===== src/rtl/if_stage_if.sv =====
// Instruction RAM bus between the fetch stage (master) and the RAM (slave).
// The RAM answers rom_addr combinationally on rom_data.
interface if_stage_if;
   logic [31:0] rom_addr;
   logic        rom_ce;
   logic [31:0] rom_data;

   modport master (
      output rom_addr,
      output rom_ce,
      input  rom_data
   );

   modport slave (
      input  rom_addr,
      input  rom_ce,
      output rom_data
   );
endinterface


===== src/rtl/if_stage.sv =====
// Instruction fetch stage: PC register, RAM enable and the IF/ID pipeline register.
// Update priority each edge: reset > enable warm-up > flush > stall > branch > sequential.
module if_stage (
   input  logic              clk,
   input  logic              rst,
   input  logic              stall,
   input  logic              branch_flag,
   input  logic [31:0]       branch_target,
   input  logic              flush,
   input  logic [31:0]       flush_target,
   if_stage_if.master        rom,
   output logic [31:0]       id_pc,
   output logic [31:0]       id_inst,
   output logic              id_valid,
   output logic [31:0]       fetch_count
);

   localparam logic [31:0] ALIGN_MASK = 32'hFFFF_FFFC;

   logic [31:0] pc_q, pc_d;
   logic        rom_ce_q, rom_ce_d;
   logic [31:0] id_pc_q, id_pc_d;
   logic [31:0] id_inst_q, id_inst_d;
   logic        id_valid_q, id_valid_d;
   logic [31:0] fetch_count_q, fetch_count_d;

   always_comb begin
      pc_d          = pc_q;
      rom_ce_d      = rom_ce_q;
      id_pc_d       = id_pc_q;
      id_inst_d     = id_inst_q;
      id_valid_d    = id_valid_q;
      fetch_count_d = fetch_count_q;

      if (!rom_ce_q) begin
         // First edge out of reset only enables the RAM; nothing is fetched yet.
         rom_ce_d   = 1'b1;
         pc_d       = 32'h0;
         id_pc_d    = 32'h0;
         id_inst_d  = 32'h0;
         id_valid_d = 1'b0;
      end else if (flush) begin
         pc_d       = flush_target & ALIGN_MASK;
         id_pc_d    = 32'h0;
         id_inst_d  = 32'h0;
         id_valid_d = 1'b0;
      end else if (!stall) begin
         // The word at the current PC is delivered whether or not a branch redirects the PC.
         id_pc_d       = pc_q;
         id_inst_d     = rom.rom_data;
         id_valid_d    = 1'b1;
         fetch_count_d = fetch_count_q + 32'd1;
         pc_d          = branch_flag ? (branch_target & ALIGN_MASK) : (pc_q + 32'd4);
      end
   end

   always_ff @(posedge clk) begin
      if (rst) begin
         pc_q          <= 32'h0;
         rom_ce_q      <= 1'b0;
         id_pc_q       <= 32'h0;
         id_inst_q     <= 32'h0;
         id_valid_q    <= 1'b0;
         fetch_count_q <= 32'h0;
      end else begin
         pc_q          <= pc_d;
         rom_ce_q      <= rom_ce_d;
         id_pc_q       <= id_pc_d;
         id_inst_q     <= id_inst_d;
         id_valid_q    <= id_valid_d;
         fetch_count_q <= fetch_count_d;
      end
   end

   assign rom.rom_addr = pc_q;
   assign rom.rom_ce   = rom_ce_q;
   assign id_pc        = id_pc_q;
   assign id_inst      = id_inst_q;
   assign id_valid     = id_valid_q;
   assign fetch_count  = fetch_count_q;

endmodule


===== src/flat_wrapper.sv =====
// flat-port wrapper written by rule: the top's interface ports become plain ports
module if_stage_flat 
  (clk, rst, stall, branch_flag, branch_target, flush, flush_target, id_pc, id_inst, id_valid, fetch_count, rom_rom_addr, rom_rom_ce, rom_rom_data);
  if_stage_if rom_i ();
  input  logic clk;
  input  logic rst;
  input  logic stall;
  input  logic branch_flag;
  input  logic [31:0] branch_target;
  input  logic flush;
  input  logic [31:0] flush_target;
  output logic [31:0] id_pc;
  output logic [31:0] id_inst;
  output logic id_valid;
  output logic [31:0] fetch_count;
  output wire logic [$bits(rom_i.rom_addr)-1:0] rom_rom_addr;
  output wire logic [$bits(rom_i.rom_ce)-1:0] rom_rom_ce;
  input wire logic [$bits(rom_i.rom_data)-1:0] rom_rom_data;
  assign rom_rom_addr = rom_i.rom_addr;
  assign rom_rom_ce = rom_i.rom_ce;
  assign rom_i.rom_data = rom_rom_data;
  if_stage u_core (.clk(clk), .rst(rst), .stall(stall), .branch_flag(branch_flag), .branch_target(branch_target), .flush(flush), .flush_target(flush_target), .rom(rom_i), .id_pc(id_pc), .id_inst(id_inst), .id_valid(id_valid), .fetch_count(fetch_count));
endmodule

===== config.mk =====
export PLATFORM = sky130hd
export DESIGN_NAME = if_stage_flat
export DESIGN_NICKNAME = d
export VERILOG_FILES = /design/src/rtl/if_stage_if.sv /design/src/rtl/if_stage.sv /design/src/flat_wrapper.sv
export SDC_FILE = /design/constraint.sdc
export NUM_CORES = 1
export LEC_CHECK = 0
export BUFFER_PORTS_ARGS = -buffer_cell sky130_fd_sc_hd__buf_4
export CAP_MARGIN = 20
export CORE_UTILIZATION = 42
export DETAILED_ROUTE_END_ITERATION = 6
export GPL_ROUTABILITY_DRIVEN = 0
export PLACE_DENSITY_LB_ADDON = 0.05
export SYNTH_ARGS = -nofsm -noshare
export SYNTH_HDL_FRONTEND = slang
export SYNTH_SLANG_ARGS = --single-unit

===== constraint.sdc =====
create_clock -name clk -period 4.4 [get_ports clk]
set_input_delay 0.22 -clock clk [delete_from_list [all_inputs] [get_ports clk]]
set_output_delay 0.22 -clock clk [all_outputs]
set_load 0.02 [all_outputs]

==> impl_metrics.env <==
export IMPL_synth_edf_count=0
export IMPL_maxCapViolCount=0
export IMPL_path_clk_slew_ns=0.05
export IMPL_final_common_cell="buf_4"
export IMPL_cts_htree_levels=4
export IMPL_relSlewSlack_pct=33.4
export IMPL_synth_cell_area_um2=6240
export IMPL_wl_per_cell_um=17.1
export IMPL_drt_first_pass_iters=7
export IMPL_power_leakage_nw=3.58
export IMPL_grt_pass1_wl_mm=28.6
export IMPL_cp_max_fo=25
export IMPL_final_cells=1110
export IMPL_path_class="flip-flop to flip-flop"
export IMPL_yosysWarnings=0
export IMPL_ios=231
export IMPL_crit_slowest_cell="nand4_1"
export IMPL_grt_antenna_before_repair=0
export IMPL_arrival_ns=2.78
export IMPL_synth_seq_area_share_pct=41.7
export IMPL_min_delay_start="flush_target[9]"
export IMPL_core_um2=14500
export IMPL_cts_setup_buffers=0
export IMPL_nets=1019
export IMPL_cts_hold_buf=0
export IMPL_cts_root_buf="clkbuf_16"
export IMPL_slew_violations=0
export IMPL_hp_class="input pin to flip-flop"
export IMPL_fin_crit_ns=2.48
export IMPL_core_rowCount=44
export IMPL_rsz0062_at_grt="false"
export IMPL_syn_nets=824
export IMPL_avgViaCountPerCell=5.71
export IMPL_ant_nets=0
export IMPL_clockBufferDepth=2
export IMPL_ys_seq_elements=130
export IMPL_dieWidth_um=124
export IMPL_crit_path_max_incr_delay_ns=0.71
export IMPL_routed_wl_mm=19.0
export IMPL_cts_resized=0
export IMPL_portBuffers=226
export IMPL_path_cells="and4_1 > nand4_1 > nor4_1 > mux2_2"
export IMPL_cts_buffers=17
export IMPL_start_util_pct=42.9
export IMPL_p_total_mw=2.83
export IMPL_dp_hpwl_mm=13.2
export IMPL_r2r_start="u_core.fetch_count[10]"
export IMPL_max_clock_freq_ghz=0.404
export IMPL_area_growth_pct=36.6
export IMPL_worst_slew_pin_slew_ns=0.996
export IMPL_dpl_cell_count=1080
export IMPL_ys_flop_type="dfxtp_1"
export IMPL_fin_area_um2=8520
export IMPL_failed_checks="design-rule violations"
export IMPL_layout_common_cells="buf_4, dfxtp_1, nor2_1"
export IMPL_synth_compound_area_share_pct=14.7
export IMPL_route_vias_total=6341
export IMPL_postSynth_asyncResetShare_pct=0
export IMPL_drive_gt1_share_pct=29.1
export IMPL_synth_top_family_by_area="simple AND/OR/NAND/NOR gates"
export IMPL_skew_ns=0.00985
export IMPL_synth_distinct_cells=53
export IMPL_syn_inst=721
export IMPL_avgSynthCellArea_um2=8.65
export IMPL_drc=8
export IMPL_cp_end_kind="flip-flop"
export IMPL_status="finished with violations"
export IMPL_placed_cell_area_um2=7970
export IMPL_drt_iter0_drc=509
export IMPL_cts_tree="yes"
export IMPL_synthMuxAreaShare_pct=12.2
export IMPL_gr_usage_all_layers_pct=24.0
export IMPL_critPathTopFamily="simple AND/OR/NAND/NOR gates"
export IMPL_required_ns=4.70
export IMPL_setup_viol=0
export IMPL_clock_latency_ns=0.41
export IMPL_overflow=0
export IMPL_hold_viol=0
export IMPL_worstSetupStartpointType="flip-flop"
export IMPL_clock_sinks=130
export IMPL_path_buf_inv=0
export IMPL_synth_xor_area_share_pct=2.25
export IMPL_grt_pass1_vias=5786
export IMPL_yosys_area_share_simple_pct=24.1
export IMPL_critPathLaunch="u_core.fetch_count[10]"
export IMPL_fillers=1301
export IMPL_p_per_area_nw_per_um2=332
export IMPL_vdd_ir_drop_max_uv=186
export IMPL_die_y_um=124
export IMPL_die_area_um2=15300
export IMPL_synth_fa_ha_area_share_pct=0.401
export IMPL_fin_crit_sh_pct=56.3
export IMPL_grt_max_degree=62
export IMPL_fin_tns_setup_ns=0
report_power, final:
part | total (mW) | switching (mW) | internal [mW]
combinational | 0.285 | 0.147 | 0.138
sequential | 1.23 | 0.0317 | 1.20
clock | 1.31 | 0.493 | 0.821
total | 2.83 | 0.671 | 2.16
metrics by stage:
| step | util [%] | setup slack [ns] | hold slack, ns |
|---|---|---|---|
| global route | 58.6 | 1.78 | 0.0260 |
| CTS | 58.6 | 1.96 | 0.0254 |
| finish | 58.7 | 1.92 | 0.0354 |
| floorplan | - | 2.50 | 0.358 |
| global placement | 54.8 | 1.82 | 0.438 |
| detailed placement | 54.8 | 1.72 | 0.451 |
cells in the mapped netlist (all sizes together), types with 17 or more instances:
master / count / share of area (%)
dfxtp: 130 / 42
nor2: 97 / 5.8
mux2i: 69 / 11
nand2: 46 / 2.8
clkbuf: 37 / 2.2
nand3: 31 / 2.5
a21oi: 28 / 2.2
nand4: 25 / 2.5
o21ai: 22 / 1.8
buf: 18 / 1.5
nor4: 17 / 1.7
o31ai: 17 / 2.0
layout make-up:
class	count	area (um2)	area share [%]
Clock inverter	5	55.1	0.646
Tap cell	184	230	2.70
Clock buffer	23	488	5.72
Multi-Input combinational cell	520	3350	39.3
Sequential cell	130	2600	30.5
Inverter	16	60.1	0.705
Antenna cell	1	2.50	0.0294
Timing Repair Buffer	231	1740	20.4
layer usage:
metal | part of all wire [%] | track usage (%) | vias up | wire length, um
met3 | 8.4 | 7.60 | 34 | 1600
met5 | 0 | 0 | - | 0
met2 | 48 | 39.3 | 268 | 9190
met4 | 2.3 | 10.8 | 0 | 445
li1 | - | - | 3043 | -
met1 | 41 | 28.7 | 2996 | 7730
worst register-to-register path: stages, from the launching register on:
cell	delay (ns)
dfxtp_1	0.46
and4_1	0.29
nand4_1	0.71
nor4_1	0.53
mux2_2	0.37
logic make-up (layout without fill, tap and decap cells):
| group | count (synthesis) | in the layout |
|---|---|---|
| other | 0 | 1 |
| muxes | 75 | 75 |
| and+or+nand+nor | 296 | 296 |
| AOI/OAI and AO/OA | 131 | 131 |
| xor gates and xnor gates | 16 | 16 |
| adders and majority gates | 2 | 2 |
| DFF | 130 | 130 |
| buffers and inverters | 71 | 275 |
final timing paths:
check                            to  slack (ns)  cells after the start
max          u_core.fetch_count[28]        1.92                      4
max reg2reg  u_core.fetch_count[28]        1.92                      4
min          u_core.rom.rom_addr[9]        0.04                      3
min reg2reg         u_core.id_valid        0.46                      2
registers in the layout, indices dropped and copies added (netlist names):
name and count:
u_core.fetch_count 32, u_core.rom.rom_addr 32, u_core.id_valid 1, u_core.id_pc 32, u_core.rom.rom_ce 1, u_core.id_inst 32
Note: power is estimated with default switching activity, not from simulation.
